### src/rtl/arm_pipe_pkg.sv
// Shared fetch-side definitions for the ARM pipeline: NOP encoding, the
// instruction-buffer state encoding and the queued {pc, instr} entry.
package arm_pipe_pkg;

  localparam logic [31:0] NOP_INSTR        = 32'hE1A0_0000;
  localparam logic [31:0] RESET_PC_DEFAULT = 32'h0000_0000;

  typedef enum logic [1:0] {
    IFB_IDLE    = 2'd0,
    IFB_REQ     = 2'd1,
    IFB_DISCARD = 2'd2
  } ifb_state_e;

  typedef struct packed {
    logic [31:0] pc;
    logic [31:0] instr;
  } ifb_entry_t;

endpackage

### src/rtl/ifb_fifo.sv
// Synchronous FIFO of {pc, instr} entries with push/pop/flush and occupancy.
// Flush has priority over push and pop on the same edge.
module ifb_fifo
  import arm_pipe_pkg::*;
#(
  parameter  int DEPTH = 4,
  localparam int AW    = $clog2(DEPTH),
  localparam int CW    = AW + 1
) (
  input  logic          clk,
  input  logic          rst_n,
  input  logic          i_push,
  input  logic          i_pop,
  input  logic          i_flush,
  input  ifb_entry_t    i_wdata,
  output ifb_entry_t    o_rdata,
  output logic          o_full,
  output logic          o_empty,
  output logic [CW-1:0] o_count
);

  ifb_entry_t    r_mem [DEPTH];
  logic [AW-1:0] r_wptr;
  logic [AW-1:0] r_rptr;
  logic [CW-1:0] r_count;
  logic          w_push;
  logic          w_pop;

  assign o_empty = (r_count == '0);
  assign o_full  = (r_count == CW'(DEPTH));
  assign o_count = r_count;
  assign o_rdata = r_mem[r_rptr];

  // A push into a full queue is only accepted when the head leaves the same edge.
  assign w_push = i_push && (!o_full || i_pop);
  assign w_pop  = i_pop && !o_empty;

  always_ff @(posedge clk or negedge rst_n) begin
    if (!rst_n) begin
      r_wptr  <= '0;
      r_rptr  <= '0;
      r_count <= '0;
    end else if (i_flush) begin
      r_wptr  <= '0;
      r_rptr  <= '0;
      r_count <= '0;
    end else begin
      if (w_push) r_wptr <= r_wptr + 1'b1;
      if (w_pop)  r_rptr <= r_rptr + 1'b1;
      r_count <= r_count + CW'(w_push) - CW'(w_pop);
    end
  end

  always_ff @(posedge clk) begin
    if (w_push && !i_flush) r_mem[r_wptr] <= i_wdata;
  end

endmodule

### src/rtl/ifetch_buffer.sv
// Fetch stage: issues imem requests, queues returned words with their PC and
// presents the head to decode. IFB_BYPASS_EN adds a same-cycle empty-queue bypass.
//
// state   | meaning
// IDLE    | no request outstanding; start one when the queue has room
// REQ     | request up at ImemAddr; ack data is pushed (or bypassed)
// DISCARD | redirected while a request was outstanding; drop its ack
module ifetch_buffer
  import arm_pipe_pkg::*;
#(
  parameter int          DEPTH    = 4,
  parameter logic [31:0] RESET_PC = RESET_PC_DEFAULT
) (
  input  logic        clk,
  input  logic        reset,
  output logic        ImemReq,
  output logic [31:0] ImemAddr,
  input  logic        ImemAck,
  input  logic [31:0] ImemRData,
  input  logic        Redirect,
  input  logic [31:0] RedirectPC,
  input  logic        Advance,
  output logic [31:0] InstrF,
  output logic [31:0] PCF,
  output logic        InstrValid,
  output logic        FetchStall
);

  localparam int CW = $clog2(DEPTH) + 1;

  ifb_state_e    r_state;
  ifb_state_e    w_state_nxt;
  logic [31:0]   r_fetch_pc;
  logic [31:0]   r_req_addr;
  logic [31:0]   w_fetch_pc_nxt;
  logic [31:0]   w_req_addr_nxt;
  logic [31:0]   w_redirect_pc;
  logic          w_ack_keep;
  logic          w_bypass;
  logic          w_push;
  logic          w_pop;
  logic [CW-1:0] w_count_post;
  logic          w_valid;
  ifb_entry_t    w_head;
  ifb_entry_t    w_wdata;
  logic          w_fifo_full;
  logic          w_fifo_empty;
  logic [CW-1:0] w_fifo_count;

  assign w_redirect_pc = RedirectPC & ~32'd3;
  assign w_ack_keep    = (r_state == IFB_REQ) && ImemAck && !Redirect;

`ifdef IFB_BYPASS_EN
  assign w_bypass = w_ack_keep && w_fifo_empty;
`else
  assign w_bypass = 1'b0;
`endif

  // A bypassed word that decode takes immediately never occupies a slot.
  assign w_push       = w_ack_keep && !(w_bypass && Advance);
  assign w_pop        = !w_fifo_empty && Advance && !Redirect;
  assign w_count_post = w_fifo_count + CW'(w_push) - CW'(w_pop);
  assign w_wdata      = '{pc: r_req_addr, instr: ImemRData};

  ifb_fifo #(.DEPTH(DEPTH)) u_fifo (
    .clk     (clk),
    .rst_n   (reset),
    .i_push  (w_push),
    .i_pop   (w_pop),
    .i_flush (Redirect),
    .i_wdata (w_wdata),
    .o_rdata (w_head),
    .o_full  (w_fifo_full),
    .o_empty (w_fifo_empty),
    .o_count (w_fifo_count)
  );

  always_ff @(posedge clk or negedge reset) begin
    if (!reset) begin
      r_state    <= IFB_IDLE;
      r_fetch_pc <= RESET_PC;
      r_req_addr <= RESET_PC;
    end else begin
      r_state    <= w_state_nxt;
      r_fetch_pc <= w_fetch_pc_nxt;
      r_req_addr <= w_req_addr_nxt;
    end
  end

  always_comb begin
    w_state_nxt    = r_state;
    w_fetch_pc_nxt = r_fetch_pc;
    w_req_addr_nxt = r_req_addr;
    unique case (r_state)
      IFB_IDLE: begin
        if (Redirect) w_fetch_pc_nxt = w_redirect_pc;
        else if (!w_fifo_full) w_state_nxt = IFB_REQ;
        w_req_addr_nxt = w_fetch_pc_nxt;
      end
      IFB_REQ: begin
        if (ImemAck && Redirect) begin
          w_fetch_pc_nxt = w_redirect_pc;
          w_req_addr_nxt = w_redirect_pc;
        end else if (ImemAck) begin
          w_fetch_pc_nxt = r_fetch_pc + 32'd4;
          w_req_addr_nxt = r_fetch_pc + 32'd4;
          w_state_nxt    = (w_count_post < CW'(DEPTH)) ? IFB_REQ : IFB_IDLE;
        end else if (Redirect) begin
          // imem still owns the old address; keep it stable until its ack
          w_fetch_pc_nxt = w_redirect_pc;
          w_state_nxt    = IFB_DISCARD;
        end
      end
      IFB_DISCARD: begin
        if (Redirect) w_fetch_pc_nxt = w_redirect_pc;
        if (ImemAck) begin
          w_state_nxt    = IFB_REQ;
          w_req_addr_nxt = w_fetch_pc_nxt;
        end
      end
      default: w_state_nxt = IFB_IDLE;
    endcase
  end

  assign ImemReq  = (r_state != IFB_IDLE);
  assign ImemAddr = r_req_addr;

  always_comb begin
    w_valid    = !w_fifo_empty || w_bypass;
    InstrValid = w_valid;
    InstrF     = NOP_INSTR;
    PCF        = '0;
    if (w_bypass) begin
      InstrF = ImemRData;
      PCF    = r_req_addr;
    end else if (w_valid) begin
      InstrF = w_head.instr;
      PCF    = w_head.pc;
    end
  end

  assign FetchStall = !w_valid;

endmodule

### config.mk
export PLATFORM = sky130hd
export DESIGN_NAME = ifetch_buffer
export DESIGN_NICKNAME = d
export VERILOG_FILES = /design/src/rtl/arm_pipe_pkg.sv /design/src/rtl/ifb_fifo.sv /design/src/rtl/ifetch_buffer.sv
export SDC_FILE = /design/constraint.sdc
export NUM_CORES = 1
export LEC_CHECK = 0
export BUFFER_PORTS_ARGS = -buffer_cell sky130_fd_sc_hd__buf_2
export CAP_MARGIN = 20
export CORE_MARGIN = 10
export CORE_UTILIZATION = 25
export CTS_BUF_LIST = sky130_fd_sc_hd__clkbuf_4
export DETAILED_ROUTE_END_ITERATION = 16
export PLACE_DENSITY_LB_ADDON = 0.3
export SLEW_MARGIN = 25
export SYNTH_ARGS = -nofsm -noshare
export SYNTH_HDL_FRONTEND = slang
export SYNTH_SLANG_ARGS = --single-unit
export TNS_END_PERCENT = 20
### constraint.sdc
create_clock -name clk -period 4.3 [get_ports clk]
set_input_delay 0.645 -clock clk [delete_from_list [all_inputs] [get_ports clk]]
set_output_delay 0.645 -clock clk [all_outputs]
set_load 0.05 [all_outputs]
==> flow_summary.yaml <==
die:
  io_pins: 168
  rows: 88
  dieArea_sq_mm: 0.06861
  fp.dieH_um: 261.9
  start_util_pct: 25.32
  core_area_sq_mm: 0.05781
  die_w_um: 261.9
cells_and_area:
  nNetsFinal: 1354
  stdcell_area_sq_mm: 0.01803
  layout_commonest_cell: "edfxtp_1"
  instances_no_fill: 2109
  area_delta_synth_final_pct: 23.21
  drive_gt1_share_pct: 32.21
  final_cell_mix: "edfxtp_1, buf_2, clkbuf_4, dfrtp_1, mux4_2"
global_routing:
  grt_antenna_before_repair: 5
  grt_pass1_vias: 10395
  top_usage_layer: "met2"
  grtUsageMet2_pct: 20.04
  grt_use_total_pct: 12.62
  use_met3_pct: 3.271
  grt_remaining_overflow: 0
  grt_max_degree: 74
  met1_usage_pct: 16.42
  grt_pass1_wl_um: 65820
yosys:
  synth_edf_count: 256
  yosys_most_used_dff: "edfxtp_1"
  yosys.area.top_type_share_pct: 52.53
  synth_seq_cells: 329
  synth_cell_types: 58
  synthTopCellsByArea: "edfxtp_1, dfrtp_1, mux4_2"
  netlist_instances: 1024
  synth_fp_nets: 1103
  synth.avg_cell_area_sq_um: 14.29
  netlist_area_sq_mm: 0.01463
  ys_seq_area_share_pct: 65.01
  async_reset_ff_share_pct: 22.19
  yosysTopAreaCell: "edfxtp_1"
  ys_warn_count: 0
critical_path:
  critPathRequiredTime_ns: 3.65
  critical-path-slowest-cell: "dfrtp_4"
  cp_top_family: "flip-flops"
  criticalPathCategory: "reg -> out"
  cp-start-kind: "register"
  crit_path_end_kind: "output pin"
  cp_cell_sequence: "buf_4, mux4_2, and2_1, buf_2"
  crit_arrival_ns: 3.05
  slowest_delay_ns: 0.84
  path_max_fanout: 28
  path_buf_inv: 2
routing:
  drc: 0
  routedWlPerCell_um: 20.80
  vias: 10088
  dr.pass1.iters: 7
  initialDrtViolationCount: 816
  viasPerCell: 4.783
  drt-total-wl_um: 43860
  detail-route-antenna-nets: 0
sta:
  fin_crit_ns: 3.699
  slew_violations: 0
  worstMarginPinSlew_ns: 1.185
  timing.fmax_ghz: 0.2703
  setup_viol: 0
  clock_skew_ns: 0.07338
  tns_ns: 0
  timing.final.ws_setup_ns: 0.6010
  rsz0062_at_grt: "false"
  fin_crit_sh_pct: 86.02
  relSlewSlack_pct: 20.85
  hold_violations: 0
clock_network:
  h-tree-depth: 3
  cts_tree: "yes"
  hold_buffers: 28
  clockBufferDepth: 3
  cts_sinks: 329
  clk_pin_slew_ns: 0.06
  cts_root_buffer: "clkbuf_4"
  clk_latency_ns: 0.83
  cts_resized: 0
  cts_buffers: 89
  cts_setup_buffers: 0
status:
  status: "complete, no violations"
pwr:
  irDropWorstVdd_v: 0.0004570
  power_per_cell_area_mw_per_mm2: 761.0
  p_leak_nw: 6.474
  p_total_mw: 13.72
placed_design:
  dp_slack_ns: 0.8967
  dp_hpwl_um: 28710
  place_congestion: 0.8508
  dp.cells: 1921
  port_buffers: 165
  dpl_cell_area_sq_mm: 0.01657
job:
  cap_viol_max_count: 0
worst_hold_path:
  hold_path_class: "in -> reg"
==> final timing paths <==
kind,to,slack [ns],startpoint,cells past startpoint
min in group asynchronous,r_fetch_pc[16]$_DFFE_PN0P_,0.38,reset,2
setup / recovery,PCF[30],0.60,u_fifo.r_rptr[0]$_DFFE_PN0P_,4
hold / removal,r_fetch_pc[17]$_DFFE_PN0P_,0.08,RedirectPC[17],3
max in group asynchronous,ImemAddr[8]$_DFFE_PN0P_,3.26,reset,2
setup reg to reg,u_fifo.r_mem[3][56]$_DFFE_PP_,1.09,r_state[0]$_DFFE_PN0P_,7
hold reg to reg,r_fetch_pc[1]$_DFFE_PN0P_,0.50,r_fetch_pc[1]$_DFFE_PN0P_,1
==> cell type report <==
cell class | count | area (sq um)
Fill cell | 5817 | 39770
Sequential cell | 329 | 9522
Multi-Input combinational cell | 604 | 4767
Timing Repair Buffer | 226 | 1510
Clock buffer | 128 | 960.9
Tap cell | 765 | 957.2
Clock inverter | 26 | 205.2
Inverter | 25 | 93.84
Antenna cell | 6 | 15.01
==> kinds of logic after synthesis <==
family,Yosys count,synth area share (%)
multiplexers,68,10.14
buffers and inverters,91,2.539
XOR/XNOR,30,1.795
AND/OR/NAND/NOR,266,9.679
AO/OA/AOI/OAI,230,9.926
flip-flops,329,65.01
adder cells (fa/ha/maj),10,0.9063
==> cells in the mapped netlist (all sizes together) (7+ instances only) <==
cell / number
nand4: 9
o21ai: 53
a21oi: 54
o221ai: 10
a21boi: 7
buf: 26
edfxtp: 256
ha: 9
xor2: 13
nand2b: 26
nor2b: 8
a221oi: 11
nor3: 12
or2: 8
mux4: 64
dfrtp: 73
a22oi: 8
xnor2: 17
nor2: 54
clkbuf: 40
o22ai: 51
nand2: 49
and2: 65
nand3: 18
inv: 23
==> registers in the layout, indices dropped and copies added (netlist names) <==
| signal | count |
|---|---|
| u_fifo.r_mem | 256 |
| ImemAddr | 32 |
| u_fifo.o_count | 3 |
| r_state | 2 |
| u_fifo.r_wptr | 2 |
| r_fetch_pc | 32 |
| u_fifo.r_rptr | 2 |
==> through the flow <==
step	hold WS [ns]	utilization, %
2_1_floorplan	0.3494	-
3_3_place_gp	0.4844	28.66
3_5_place_dp	0.4868	28.66
4_1_cts	0.004870	31.16
5_1_grt	0.01030	31.18
6_report	0.08166	31.19
==> per-layer routing <==
| layer | vias up | part of all wire, % |
|---|---|---|
| met5 | - | 0.041 |
| met1 | 5093 | 44 |
| met3 | 79 | 7.2 |
| li1 | 4511 | - |
| met4 | 2 | 2.1 |
| met2 | 403 | 47 |
==> worst register-to-register path, delay by kind of cell, from the launching register on <==
| family | cells | cell delay, ns |
|---|---|---|
| AO/OA/AOI/OAI | 2 | 0.62 |
| buffers and inverters | 2 | 0.39 |
| flip-flops | 1 | 0.62 |
| AND/OR/NAND/NOR | 3 | 1.18 |
==> power by group <==
| part | internal [mW] | switching [mW] | total (mW) | leakage (nW) |
|---|---|---|---|---|
| registers | 4.27 | 0.811 | 5.08 | 3.19 |
| clock network | 1.55 | 1.34 | 2.89 | 0.688 |
| logic | 1.82 | 3.94 | 5.76 | 2.59 |
Note: power is estimated with default switching activity, not from simulation.
